==> config.mk <==
export PLATFORM = sky130hd
export DESIGN_NAME = keypad_debounce_unit
export DESIGN_NICKNAME = d
export VERILOG_FILES = /design/src/rtl/keypad_debounce_unit.sv
export SDC_FILE = /design/constraint.sdc
export NUM_CORES = 1
export LEC_CHECK = 0
export BUFFER_PORTS_ARGS = -buffer_cell sky130_fd_sc_hd__clkbuf_2
export CORE_ASPECT_RATIO = 0.7
export CORE_MARGIN = 8
export CORE_UTILIZATION = 67
export CTS_BUF_LIST = sky130_fd_sc_hd__clkbuf_8
export DETAILED_ROUTE_END_ITERATION = 7
export GPL_TIMING_DRIVEN = 0
export PLACE_DENSITY = 0.88
export SETUP_SLACK_MARGIN = 0.05
export SYNTH_ARGS = -nofsm -noshare
export SYNTH_HDL_FRONTEND = slang
export SYNTH_SLANG_ARGS = --single-unit
==> constraint.sdc <==
create_clock -name CLK -period 16 [get_ports CLK]
set_input_delay 3.2 -clock CLK [delete_from_list [all_inputs] [get_ports CLK]]
set_output_delay 3.2 -clock CLK [all_outputs]
set_load 0.005 [all_outputs]
==> src/rtl/keypad_debounce_unit.sv <==
// Keypad line conditioner: synchronises each raw key line to CLK, debounces it on the
// tick_sample grid and derives clean levels, single-cycle press/release pulses, long-press
// flags and an encoded key event for the downstream power-state, gear and brake logic.
//
// Ports:
//   CLK              system clock
//   global_safe_rst  asynchronous, active-high reset
//   tick_sample      1-CLK debounce sample strobe
//   key_raw          raw key lines, active-high ([0..8]=1..9, [9]=*, [10]=0, [11]=#)
//   key_level        debounced level per key
//   key_press        1-CLK pulse on debounced 0->1
//   key_release      1-CLK pulse on debounced 1->0
//   key_hold         key has been pressed for at least HOLD_SAMPLES samples
//   key_code         lowest key index of the most recent press event (held between events)
//   key_valid        1-CLK pulse when any key_press bit is set
//   multi_press      1-CLK pulse when more than one key_press bit is set
module keypad_debounce_unit #(
  parameter int unsigned NKEYS        = 12,
  parameter int unsigned DEB_SAMPLES  = 4,
  parameter int unsigned HOLD_SAMPLES = 40
) (
  input  logic             CLK,
  input  logic             global_safe_rst,
  input  logic             tick_sample,
  input  logic [NKEYS-1:0] key_raw,
  output logic [NKEYS-1:0] key_level,
  output logic [NKEYS-1:0] key_press,
  output logic [NKEYS-1:0] key_release,
  output logic [NKEYS-1:0] key_hold,
  output logic [3:0]       key_code,
  output logic             key_valid,
  output logic             multi_press
);

  localparam int unsigned DebW  = $clog2(DEB_SAMPLES) + 1;
  localparam int unsigned HoldW = $clog2(HOLD_SAMPLES + 1);

  localparam logic [DebW-1:0]  DebLast = DebW'(DEB_SAMPLES - 1);
  localparam logic [DebW-1:0]  DebOne  = DebW'(1);
  localparam logic [HoldW-1:0] HoldMax = HoldW'(HOLD_SAMPLES);
  localparam logic [HoldW-1:0] HoldOne = HoldW'(1);

  logic [NKEYS-1:0] sync_meta_q;
  logic [NKEYS-1:0] sync_q;
  logic [NKEYS-1:0] level_q;
  logic [NKEYS-1:0] level_d;
  logic [NKEYS-1:0] level_dly_q;
  logic [DebW-1:0]  deb_cnt_q  [NKEYS];
  logic [DebW-1:0]  deb_cnt_d  [NKEYS];
  logic [HoldW-1:0] hold_cnt_q [NKEYS];
  logic [HoldW-1:0] hold_cnt_d [NKEYS];
  logic [3:0]       key_code_q;
  logic [3:0]       code_next;
  logic             multi;

  // Two-flop synchroniser, runs every cycle independent of the sample grid.
  always_ff @(posedge CLK or posedge global_safe_rst) begin
    if (global_safe_rst) begin
      sync_meta_q <= '0;
      sync_q      <= '0;
    end else begin
      sync_meta_q <= key_raw;
      sync_q      <= sync_meta_q;
    end
  end

  // Debounce: a level flips only after DEB_SAMPLES consecutive disagreeing samples;
  // any agreeing sample restarts the count.
  always_comb begin
    level_d = level_q;
    for (int i = 0; i < int'(NKEYS); i++) begin
      deb_cnt_d[i] = deb_cnt_q[i];
      if (tick_sample) begin
        if (sync_q[i] == level_q[i]) begin
          deb_cnt_d[i] = '0;
        end else if (deb_cnt_q[i] == DebLast) begin
          level_d[i]   = ~level_q[i];
          deb_cnt_d[i] = '0;
        end else begin
          deb_cnt_d[i] = deb_cnt_q[i] + DebOne;
        end
      end
    end
  end

  // Hold counter: cleared whenever the level is low, saturates at HOLD_SAMPLES.
  always_comb begin
    for (int i = 0; i < int'(NKEYS); i++) begin
      hold_cnt_d[i] = hold_cnt_q[i];
      if (!level_q[i]) begin
        hold_cnt_d[i] = '0;
      end else if (tick_sample && (hold_cnt_q[i] != HoldMax)) begin
        hold_cnt_d[i] = hold_cnt_q[i] + HoldOne;
      end
    end
  end

  always_ff @(posedge CLK or posedge global_safe_rst) begin
    if (global_safe_rst) begin
      level_q     <= '0;
      level_dly_q <= '0;
      for (int i = 0; i < int'(NKEYS); i++) begin
        deb_cnt_q[i]  <= '0;
        hold_cnt_q[i] <= '0;
      end
    end else begin
      level_q     <= level_d;
      level_dly_q <= level_q;
      for (int i = 0; i < int'(NKEYS); i++) begin
        deb_cnt_q[i]  <= deb_cnt_d[i];
        hold_cnt_q[i] <= hold_cnt_d[i];
      end
    end
  end

  // Edge pulses and hold flags straight from registered state.
  always_comb begin
    key_level   = level_q;
    key_press   = level_q & ~level_dly_q;
    key_release = ~level_q & level_dly_q;
    for (int i = 0; i < int'(NKEYS); i++) begin
      key_hold[i] = (hold_cnt_q[i] == HoldMax);
    end
  end

  // Priority encoder: lowest pressed index wins; a second set bit flags a multi-press.
  always_comb begin
    logic seen;
    seen      = 1'b0;
    multi     = 1'b0;
    code_next = key_code_q;
    for (int i = 0; i < int'(NKEYS); i++) begin
      if (key_press[i]) begin
        if (seen) begin
          multi = 1'b1;
        end else begin
          code_next = 4'(i);
        end
        seen = 1'b1;
      end
    end
  end

  always_ff @(posedge CLK or posedge global_safe_rst) begin
    if (global_safe_rst) begin
      key_code_q <= '0;
    end else if (key_valid) begin
      key_code_q <= code_next;
    end
  end

  always_comb begin
    key_valid   = |key_press;
    multi_press = key_valid & multi;
    key_code    = key_code_q;
  end

endmodule

==> impl_metrics.json, run 1 <==
{
  "slew_viol_final": 0,
  "antennaDiodeCount": 0,
  "grt_pass1_wl_um": 27100,
  "cts_resized": 0,
  "clk_latency_ns": 0.46,
  "clkSinkCount": 160,
  "final_cell_mix": "dfrtp_1 (160), clkbuf_2 (67), xnor2_1 (55)",
  "yosys-top-cells-area": "dfrtp_1 (52%), xnor2_1 (6.3%), ha_1 (5.9%)",
  "power.density_mw_per_mm2": 147,
  "wl_per_cell_um": 17.3,
  "min_path_cells": 0,
  "crit_family": "simple AND/OR/NAND/NOR gates",
  "syn_nets": 732,
  "placed_cell_area_mm2": 0.00824,
  "relSlewSlack": 0.584,
  "h-tree-depth": 4,
  "ant_nets": 0,
  "ios": 69,
  "clockBufferDepth": 2,
  "vias": 5251,
  "first_global_vias": 5632,
  "multi_input_comb_area_mm2": 0.00341,
  "post_cts_buffers": 0,
  "synth-async-reset-ratio": 1.00,
  "cpMaxStageDelayCell": "dfrtp_1",
  "drive_gt1_frac": 0.200,
  "crit_cells": 7,
  "period_needed_ns": 5.41,
  "antenna_found_initial": 0,
  "dr.pass1.iters": 7,
  "final_common_cell": "dfrtp_1",
  "rows": 32,
  "yosysSeqAreaShare": 0.521,
  "crit_chain": "buf_2 > nor2b_4 > buf_6 > nor4_4 > maj3_1 > nand4_1 > clkbuf_2",
  "worstMarginPinSlew_ns": 0.624,
  "cp-start-kind": "flop",
  "initial_core_util": 0.693,
  "yosys.cell_types.count": 54,
  "clk_pin_slew_ns": 0.09,
  "areaGrowthSynthToFinish_pct": 11.6,
  "syn_inst": 681,
  "finalSetupViolCount": 0,
  "pwr-share-clk": 0.204,
  "die_h_um": 106,
  "wirelength_um": 16100,
  "fin_skew_ns": 0.0121,
  "grt_max_degree": 94,
  "synth_flop_cell": "dfrtp_1",
  "swShare": 0.360,
  "r2r-start": "key_level[3]",
  "cp_max_fo": 10,
  "power_switching_uw": 455,
  "clock-root-buffer": "clkbuf_8",
  "globalRouteTotalUtil": 0.227,
  "hp-class": "reg2reg",
  "nFillCells": 682,
  "die_x_um": 144,
  "status": "complete, no violations",
  "gp_congestion": 0.832,
  "critical_path.endpoint_type": "primary output",
  "crit_end": "multi_press",
  "cap_viol_max_count": 0,
  "nets": 819,
  "final_area_mm2": 0.00857,
  "grt_setup_unrepaired": "no",
  "cellLeakagePower_uw": 0.00400,
  "io_buffers": 67,
  "synth_area_leader_cell": "dfrtp_1",
  "fin_setup_tns_ns": 0,
  "coreArea_mm2": 0.0111,
  "cp.required_ns": 12.80,
  "synth_area_per_cell_um2": 11.3,
  "finalHoldViolCount": 0,
  "synth_top_area_share": 0.521,
  "drc_errors": 0,
  "power_frac_comb": 0.361,
  "worstReg2RegEnd": "key_code[1]",
  "seq_power_share": 0.435,
  "internal-power_uw": 809,
  "fmax_ghz": 0.185,
  "path_class": "reg2out",
  "ff_latch_area_mm2": 0.00400,
  "r2r_slack_ns": 14.24,
  "vias_per_cell": 5.63,
  "path_buf_inv": 3,
  "synth-edff-count": 0,
  "dieArea_mm2": 0.0152,
  "fin_crit_sh": 0.338,
  "ys_ff_latch": 160,
  "holdBufCountCts": 0,
  "drt-initial-drc-count": 307,
  "arrival_ns": 2.21,
  "setup.worst_path.start": "key_level[5]",
  "vdd_ir_drop_max_v": 0.0000819,
  "ys_warn_count": 0,
  "r2r_cells": 5,
  "synth_area_mm2": 0.00768,
  "overflow": 0,
  "cts_buffers": 17,
  "cts_tree": "done",
  "dp_hpwl_um": 11500,
  "max_stage_delay_ns": 0.41
}
[cell usage after synthesis, drive strengths merged, types with 2 or more instances]
library cell and count:
mux2 23, o211ai 3, or3 13, dfrtp 160, buf 21, a21boi 7, and2 53, xor2 11
o2bb2ai 11, and3 6, nand4b 4, nand4 25, inv 38, nor4 2, xnor2 55, mux2i 4
nand2 40, nor2 40, and4 6, o21ai 23, o31a 2, ha 36, a21oi 17, nor2b 40
and2b 6, nand3 3, maj3 4, nor3 9, nand3b 2, a41oi 6
[power groups by stage]
stage | Clock, uW | Sequential, uW | Combinational (uW)
2_1_floorplan | 0 | 541 | 316
3_3_place_gp | 0 | 547 | 427
3_5_place_dp | 0 | 557 | 454
4_1_cts | 261 | 549 | 460
5_1_grt | 277 | 560 | 507
6_report | 258 | 550 | 457
[registers in the layout, indices dropped and copies added (netlist names)]
register / count
deb_cnt_q: 36
hold_cnt_q: 72
key_code: 4
key_level: 12
level_dly_q: 12
sync_meta_q: 12
sync_q: 12
[per-layer routing]
metal / up-vias / wire [um] / global-route usage / part of all wire
li1: 2471 / - / - / -
met1: 2627 / 6780 / 0.275 / 0.42
met2: 123 / 8060 / 0.376 / 0.50
met3: 30 / 929 / 0.0545 / 0.058
met4: 0 / 346 / 0.108 / 0.021
met5: - / 0 / 0 / 0
[area by class of cell]
class                           instances  share of cell area
Buffer                                 22              0.0149
Clock buffer                           19              0.0305
Clock inverter                         11             0.00817
Inverter                               38              0.0172
Multi-Input combinational cell        461               0.397
Sequential cell                       160               0.467
Tap cell                              153              0.0223
Timing Repair Buffer                   68              0.0423
[through the flow]
stage / instances / utilization / total power, uW / worst slack, ns / hold WS (ns)
6_report: 932 / 0.773 / 1260 / 10.59 / 0.352
5_1_grt: 932 / 0.773 / 1340 / 10.48 / 0.357
2_1_floorplan: 681 / - / 857 / 8.48 / 0.331
4_1_cts: 932 / 0.773 / 1270 / 10.57 / 0.355
3_5_place_dp: 902 / 0.743 / 1010 / 11.09 / 0.336
3_3_place_gp: 901 / 0.740 / 974 / 6.95 / 0.336
[how the worst min path moves through the flow]
stage                     slack, ns   endpoint            from
after floorplan                0.33  sync_q[0]  sync_meta_q[0]
after global placement         0.34  sync_q[0]  sync_meta_q[0]
after detailed placement       0.34  sync_q[2]  sync_meta_q[2]
after CTS                      0.35  sync_q[4]  sync_meta_q[4]
after global routing           0.36  sync_q[1]  sync_meta_q[1]
final                          0.35  sync_q[2]  sync_meta_q[2]
[cells by family after synthesis]
family,share of synthesized area
AOI/OAI and AO/OA,0.0713
and+or+nand+nor,0.194
adders and majority gates,0.0639
DFF,0.521
buffers and inverters,0.0352
muxes,0.0389
xor gates and xnor gates,0.0753
No activity file was read; power rests on OpenSTA's default activity.
==> run 2: changes to the inputs <==
ABC_AREA = 1   (was not set)
CORE_UTILIZATION = 56   (was 67)
PLACE_DENSITY = 0.79   (was 0.88)
clock period = 4.8 ns   (was 16 ns; I/O delays follow)
==> impl_metrics.json, run 2 <==
{
  "status": "complete, no violations",
  "first_global_vias": 5893,
  "final_area_mm2": 0.00901,
  "h-tree-depth": 4,
  "cp-start-kind": "flop",
  "die_h_um": 116,
  "ff_latch_area_mm2": 0.00400,
  "yosysMostFrequentCell": "nand2_1",
  "clk_pin_slew_ns": 0.08,
  "ys_ff_latch": 160,
  "finalHoldViolCount": 0,
  "final.setup.worst_slack_ns": 1.84,
  "placed_cell_area_mm2": 0.00866,
  "slew_viol_final": 0,
  "cellLeakagePower_uw": 0.00464,
  "fin_setup_tns_ns": 0,
  "antenna_found_initial": 0,
  "fmax_ghz": 0.338,
  "vdd_ir_drop_max_v": 0.000243,
  "fin_crit_sh": 0.617,
  "gp_congestion": 0.820,
  "coreArea_mm2": 0.0139,
  "syn_nets": 968,
  "hp-class": "reg2reg",
  "critical_path.endpoint_type": "primary output",
  "syn_inst": 917,
  "cts_resized": 0,
  "ios": 69,
  "dp_hpwl_um": 12000,
  "post_cts_buffers": 0,
  "synth_flop_cell": "dfrtp_1",
  "grt_setup_unrepaired": "no",
  "io_buffers": 68,
  "yosys.cell_types.count": 35,
  "drive_gt1_frac": 0.167,
  "nets": 1059,
  "clock-root-buffer": "clkbuf_8",
  "clkSinkCount": 160,
  "globalRouteTotalUtil": 0.185,
  "synth_area_per_cell_um2": 8.72,
  "cts_buffers": 17,
  "areaGrowthSynthToFinish_pct": 12.7,
  "cp_max_fo": 10,
  "nFillCells": 1119,
  "period_needed_ns": 2.96,
  "final_common_cell": "nand2_1",
  "wl_met1_um": 8130,
  "vias": 6110,
  "cts_tree": "done",
  "wl_met3_um": 683,
  "multi_input_comb_area_mm2": 0.00322,
  "finalSetupViolCount": 0,
  "drc_errors": 0,
  "cap_viol_max_count": 0,
  "grt_max_degree": 43,
  "initial_core_util": 0.575,
  "vias_per_cell": 5.05,
  "fin_skew_ns": 0.0146,
  "clockBufferDepth": 2,
  "yosysSeqAreaShare": 0.501,
  "cp.required_ns": 3.84,
  "drt-initial-drc-count": 373,
  "synth-async-reset-ratio": 1.00,
  "largest_register_ffs": 72,
  "pre_cts_ws_ns": 2.32,
  "overflow": 0,
  "synth_area_mm2": 0.00800,
  "clk_latency_ns": 0.45,
  "worstMarginPinSlew_ns": 0.620,
  "fin_total_pwr_uw": 4600,
  "largestRegisters": "hold_cnt_q x72, deb_cnt_q x36",
  "final_cell_mix": "nand2_1 (175), dfrtp_1 (160), inv_1 (150)",
  "synth_top_area_share": 0.501,
  "synthTopCellsByCount": "nand2_1 (175), dfrtp_1 (160), inv_1 (148)",
  "die_x_um": 159,
  "dieArea_mm2": 0.0184,
  "yosys-top-cells-area": "dfrtp_1 (50%), nand2_1 (8.2%), inv_1 (6.9%)",
  "ys_warn_count": 0,
  "wirelength_um": 16500,
  "relSlewSlack": 0.586,
  "ant_nets": 0,
  "rows": 36,
  "synth_area_leader_cell": "dfrtp_1",
  "wl_met2_um": 7480,
  "synth-edff-count": 0,
  "antennaDiodeCount": 0,
  "holdBufCountCts": 0,
  "top_register": "hold_cnt_q",
  "routed.top_layer": "met4",
  "power.density_mw_per_mm2": 511,
  "wl_per_cell_um": 13.6,
  "grt_pass1_wl_um": 28000,
  "arrival_ns": 2.00,
  "dr.pass1.iters": 4,
  "path_class": "reg2out"
}
run 2: per-stage QoR:
stage / hold WS, ns / utilization / std cells
2_1_floorplan: 0.331 / - / 917
3_3_place_gp: 0.334 / 0.616 / 1175
3_5_place_dp: 0.335 / 0.622 / 1179
4_1_cts: 0.353 / 0.647 / 1211
5_1_grt: 0.369 / 0.647 / 1211
6_report: 0.352 / 0.647 / 1211
run 2: power breakdown:
group          leakage, uW  switching, uW  internal, uW
clock             0.000188            498           412
combinational      0.00235           1150           690
sequential         0.00210            213          1640
total              0.00464           1860          2740
run 2: per-layer routing:
metal  GRT usage  vias to the layer above
li1            -                     3073
met1       0.255                     2887
met2       0.293                      129
met3      0.0323                       21
met4      0.0657                        0
met5           0                        -
run 2: path summary, 6_finish.rpt:
check,start,endpoint,slack (ns),depth (start not counted)
setup / recovery,key_level[5],multi_press,1.84,12
hold reg to reg,sync_meta_q[2],sync_q[2],0.35,0
min in group asynchronous,global_safe_rst,hold_cnt_q[70],0.48,2
setup reg to reg,hold_cnt_q[30],hold_cnt_q[35],3.16,12
hold / removal,sync_meta_q[2],sync_q[2],0.35,0
max in group asynchronous,global_safe_rst,sync_meta_q[7],3.57,4
run 2: logic make-up (layout without fill, tap and decap cells):
logic type | after synthesis | after routing | share of synthesized area
buffers and inverters | 178 | 282 | 0.0962
and+or+nand+nor | 393 | 393 | 0.232
adders and majority gates | 36 | 36 | 0.0563
xor gates and xnor gates | 31 | 31 | 0.0349
AOI/OAI and AO/OA | 119 | 119 | 0.0796
DFF | 160 | 160 | 0.501
run 2: cell type report:
class | instances | area share
flip-flops and latches | 160 | 0.444
clock inverters | 14 | 0.0114
repair buffers | 72 | 0.0467
well taps | 190 | 0.0264
multi-input cells | 579 | 0.358
inverters | 156 | 0.0676
clock buffers | 18 | 0.0275
plain buffers | 22 | 0.0182
run 2: worst max-delay path, stage by stage (launching register included):
cell,delay (ns)
dfrtp_1,0.43
buf_6,0.17
inv_4,0.07
nor2_4,0.05
inv_4,0.07
nand2_4,0.07
inv_4,0.08
nand3_4,0.08
nor2_4,0.15
nor2_2,0.05
nor2_1,0.09
nand3_1,0.11
clkbuf_2,0.14
==> run 3: changes to the inputs <==
ABC_AREA = 0   (was 1)
clock period = 2.4 ns   (was 4.8 ns; I/O delays follow)
==> impl_metrics.json, run 3 (synthesis gave the netlist of run 1 again) <==
{
  "status": "finished with violations",
  "violations": "negative setup slack",
  "h-tree-depth": 4,
  "fin_total_pwr_uw": 9340,
  "path_class": "reg2out",
  "fin_crit_sh": 1.03,
  "seq_power_share": 0.392,
  "ant_nets": 0,
  "crit_family": "simple AND/OR/NAND/NOR gates",
  "power.density_mw_per_mm2": 1040,
  "pre_cts_ws_ns": 0.254,
  "final.setup.worst_slack_ns": -0.0789,
  "final_common_cell": "dfrtp_1",
  "wirelength_um": 16300,
  "final_cell_mix": "dfrtp_1 (159), clkbuf_2 (65), xnor2_1 (55)",
  "cts_tree": "done",
  "hp-class": "in2async",
  "cellLeakagePower_uw": 0.00421,
  "cp.required_ns": 1.92,
  "largestRegisters": "hold_cnt_q x72, deb_cnt_q x36",
  "cap_viol_max_count": 0,
  "initial_core_util": 0.579,
  "relSlewSlack": 0.655,
  "internal-power_uw": 6120,
  "vias": 5302,
  "worstMarginPinSlew_ns": 0.518,
  "path_buf_inv": 2,
  "finalHoldViolCount": 0,
  "power_switching_uw": 3210,
  "cpMaxStageDelayCell": "dfrtp_1",
  "clk_latency_ns": 0.44,
  "swShare": 0.344,
  "clockBufferDepth": 2,
  "die_h_um": 114,
  "gp_congestion": 0.795,
  "vias_per_cell": 5.33,
  "period_needed_ns": 2.48,
  "dieArea_mm2": 0.0178,
  "cp-start-kind": "flop",
  "grt_max_degree": 45,
  "areaGrowthSynthToFinish_pct": 17.3,
  "slew_viol_final": 0,
  "power_frac_comb": 0.385,
  "grt_setup_unrepaired": "yes",
  "coreArea_mm2": 0.0133,
  "largest_register_ffs": 72,
  "top_register": "hold_cnt_q",
  "fin_skew_ns": 0.0111,
  "grt_pass1_wl_um": 27700,
  "drt-initial-drc-count": 294,
  "ios": 69,
  "finalSetupViolCount": 1,
  "nFillCells": 916,
  "holdBufCountCts": 0,
  "ff_latch_area_mm2": 0.00401,
  "die_x_um": 156,
  "crit_chain": "buf_6 > and2b_4 > maj3_2 > nor2_1 > a211o_1 > nand4_1 > buf_2",
  "io_buffers": 67,
  "nets": 848,
  "overflow": 0,
  "multi_input_comb_area_mm2": 0.00343,
  "cp_max_fo": 10,
  "cts_buffers": 17,
  "dp_hpwl_um": 11200,
  "antenna_found_initial": 0,
  "drive_gt1_frac": 0.235,
  "critical_path.endpoint_type": "primary output",
  "fmax_ghz": 0.403,
  "wl_per_cell_um": 16.3,
  "rows": 35,
  "fin_setup_tns_ns": -0.0789,
  "dr.pass1.iters": 4,
  "vdd_ir_drop_max_v": 0.000498,
  "globalRouteTotalUtil": 0.194,
  "pwr-share-clk": 0.223,
  "clk_pin_slew_ns": 0.08,
  "clkSinkCount": 160,
  "antennaDiodeCount": 0,
  "drc_errors": 0,
  "max_stage_delay_ns": 0.40,
  "clock-root-buffer": "clkbuf_8",
  "arrival_ns": 2.00,
  "first_global_vias": 5671
}
-- run 3: cell count changes in the layout (fill, tap and decap cells not counted), moves of 24 or more --
cell     delta
nor2b_1    +35
nor2_1     -40
xnor2_1    +55
nand2_1   -135
nand3_1    -73
inv_1     -114
buf_4      +24
and2_1     +50
o21ai_0    -38
-- run 3: layer usage --
metal,wire length [um],up-vias,track usage
met2,8190,106,0.323
li1,-,2529,-
met4,184,0,0.0773
met3,907,17,0.0514
met1,6980,2650,0.237
met5,0,-,0
-- run 3: layout make-up --
class                           instances  share of cell area
Tap cell                              185              0.0257
Timing Repair Buffer                  101              0.0718
Multi-Input combinational cell        461               0.381
Clock inverter                         13              0.0180
Buffer                                 18              0.0136
Inverter                               38              0.0165
Clock buffer                           19              0.0290
Sequential cell                       160               0.444
-- run 3: power by group through the flow --
| stage | sequential, uW | combinational [uW] | clock (uW) |
|---|---|---|---|
| 2_1_floorplan | 3610 | 2110 | 0 |
| 3_3_place_gp | 3650 | 2870 | 0 |
| 3_5_place_dp | 3690 | 3040 | 0 |
| 4_1_cts | 3640 | 3520 | 2120 |
| 5_1_grt | 3730 | 4000 | 2240 |
| 6_report | 3660 | 3600 | 2080 |
-- run 3: metrics by stage --
step	utilization	std cells	cell area, um^2	hold WS (ns)
floorplan	-	681	7680	0.331
finish	0.679	995	9010	0.0183
global placement	0.622	933	8250	0.335
global route	0.679	995	9010	0.0171
CTS	0.677	992	8980	0.00755
detailed placement	0.628	937	8330	0.335
-- run 3: timing repair --
action                     in CTS  in global routing
gates resized for setup        19                  8
pin swaps                       8                  6
buffers inserted               23                  7
setup endpoints to repair       2                  2
-- run 3: final timing paths --
path / start / to / slack, ns / cells after the start
max: key_level[0] / multi_press / -0.08 / 7
min: global_safe_rst / hold_cnt_q[36] / 0.02 / 2
max reg2reg: key_level[7] / key_code[0] / 0.60 / 6
min reg2reg: sync_meta_q[7] / sync_q[7] / 0.35 / 0
max in group asynchronous: global_safe_rst / hold_cnt_q[3] / 1.58 / 4
min in group CLK: key_raw[2] / sync_meta_q[2] / 0.14 / 1
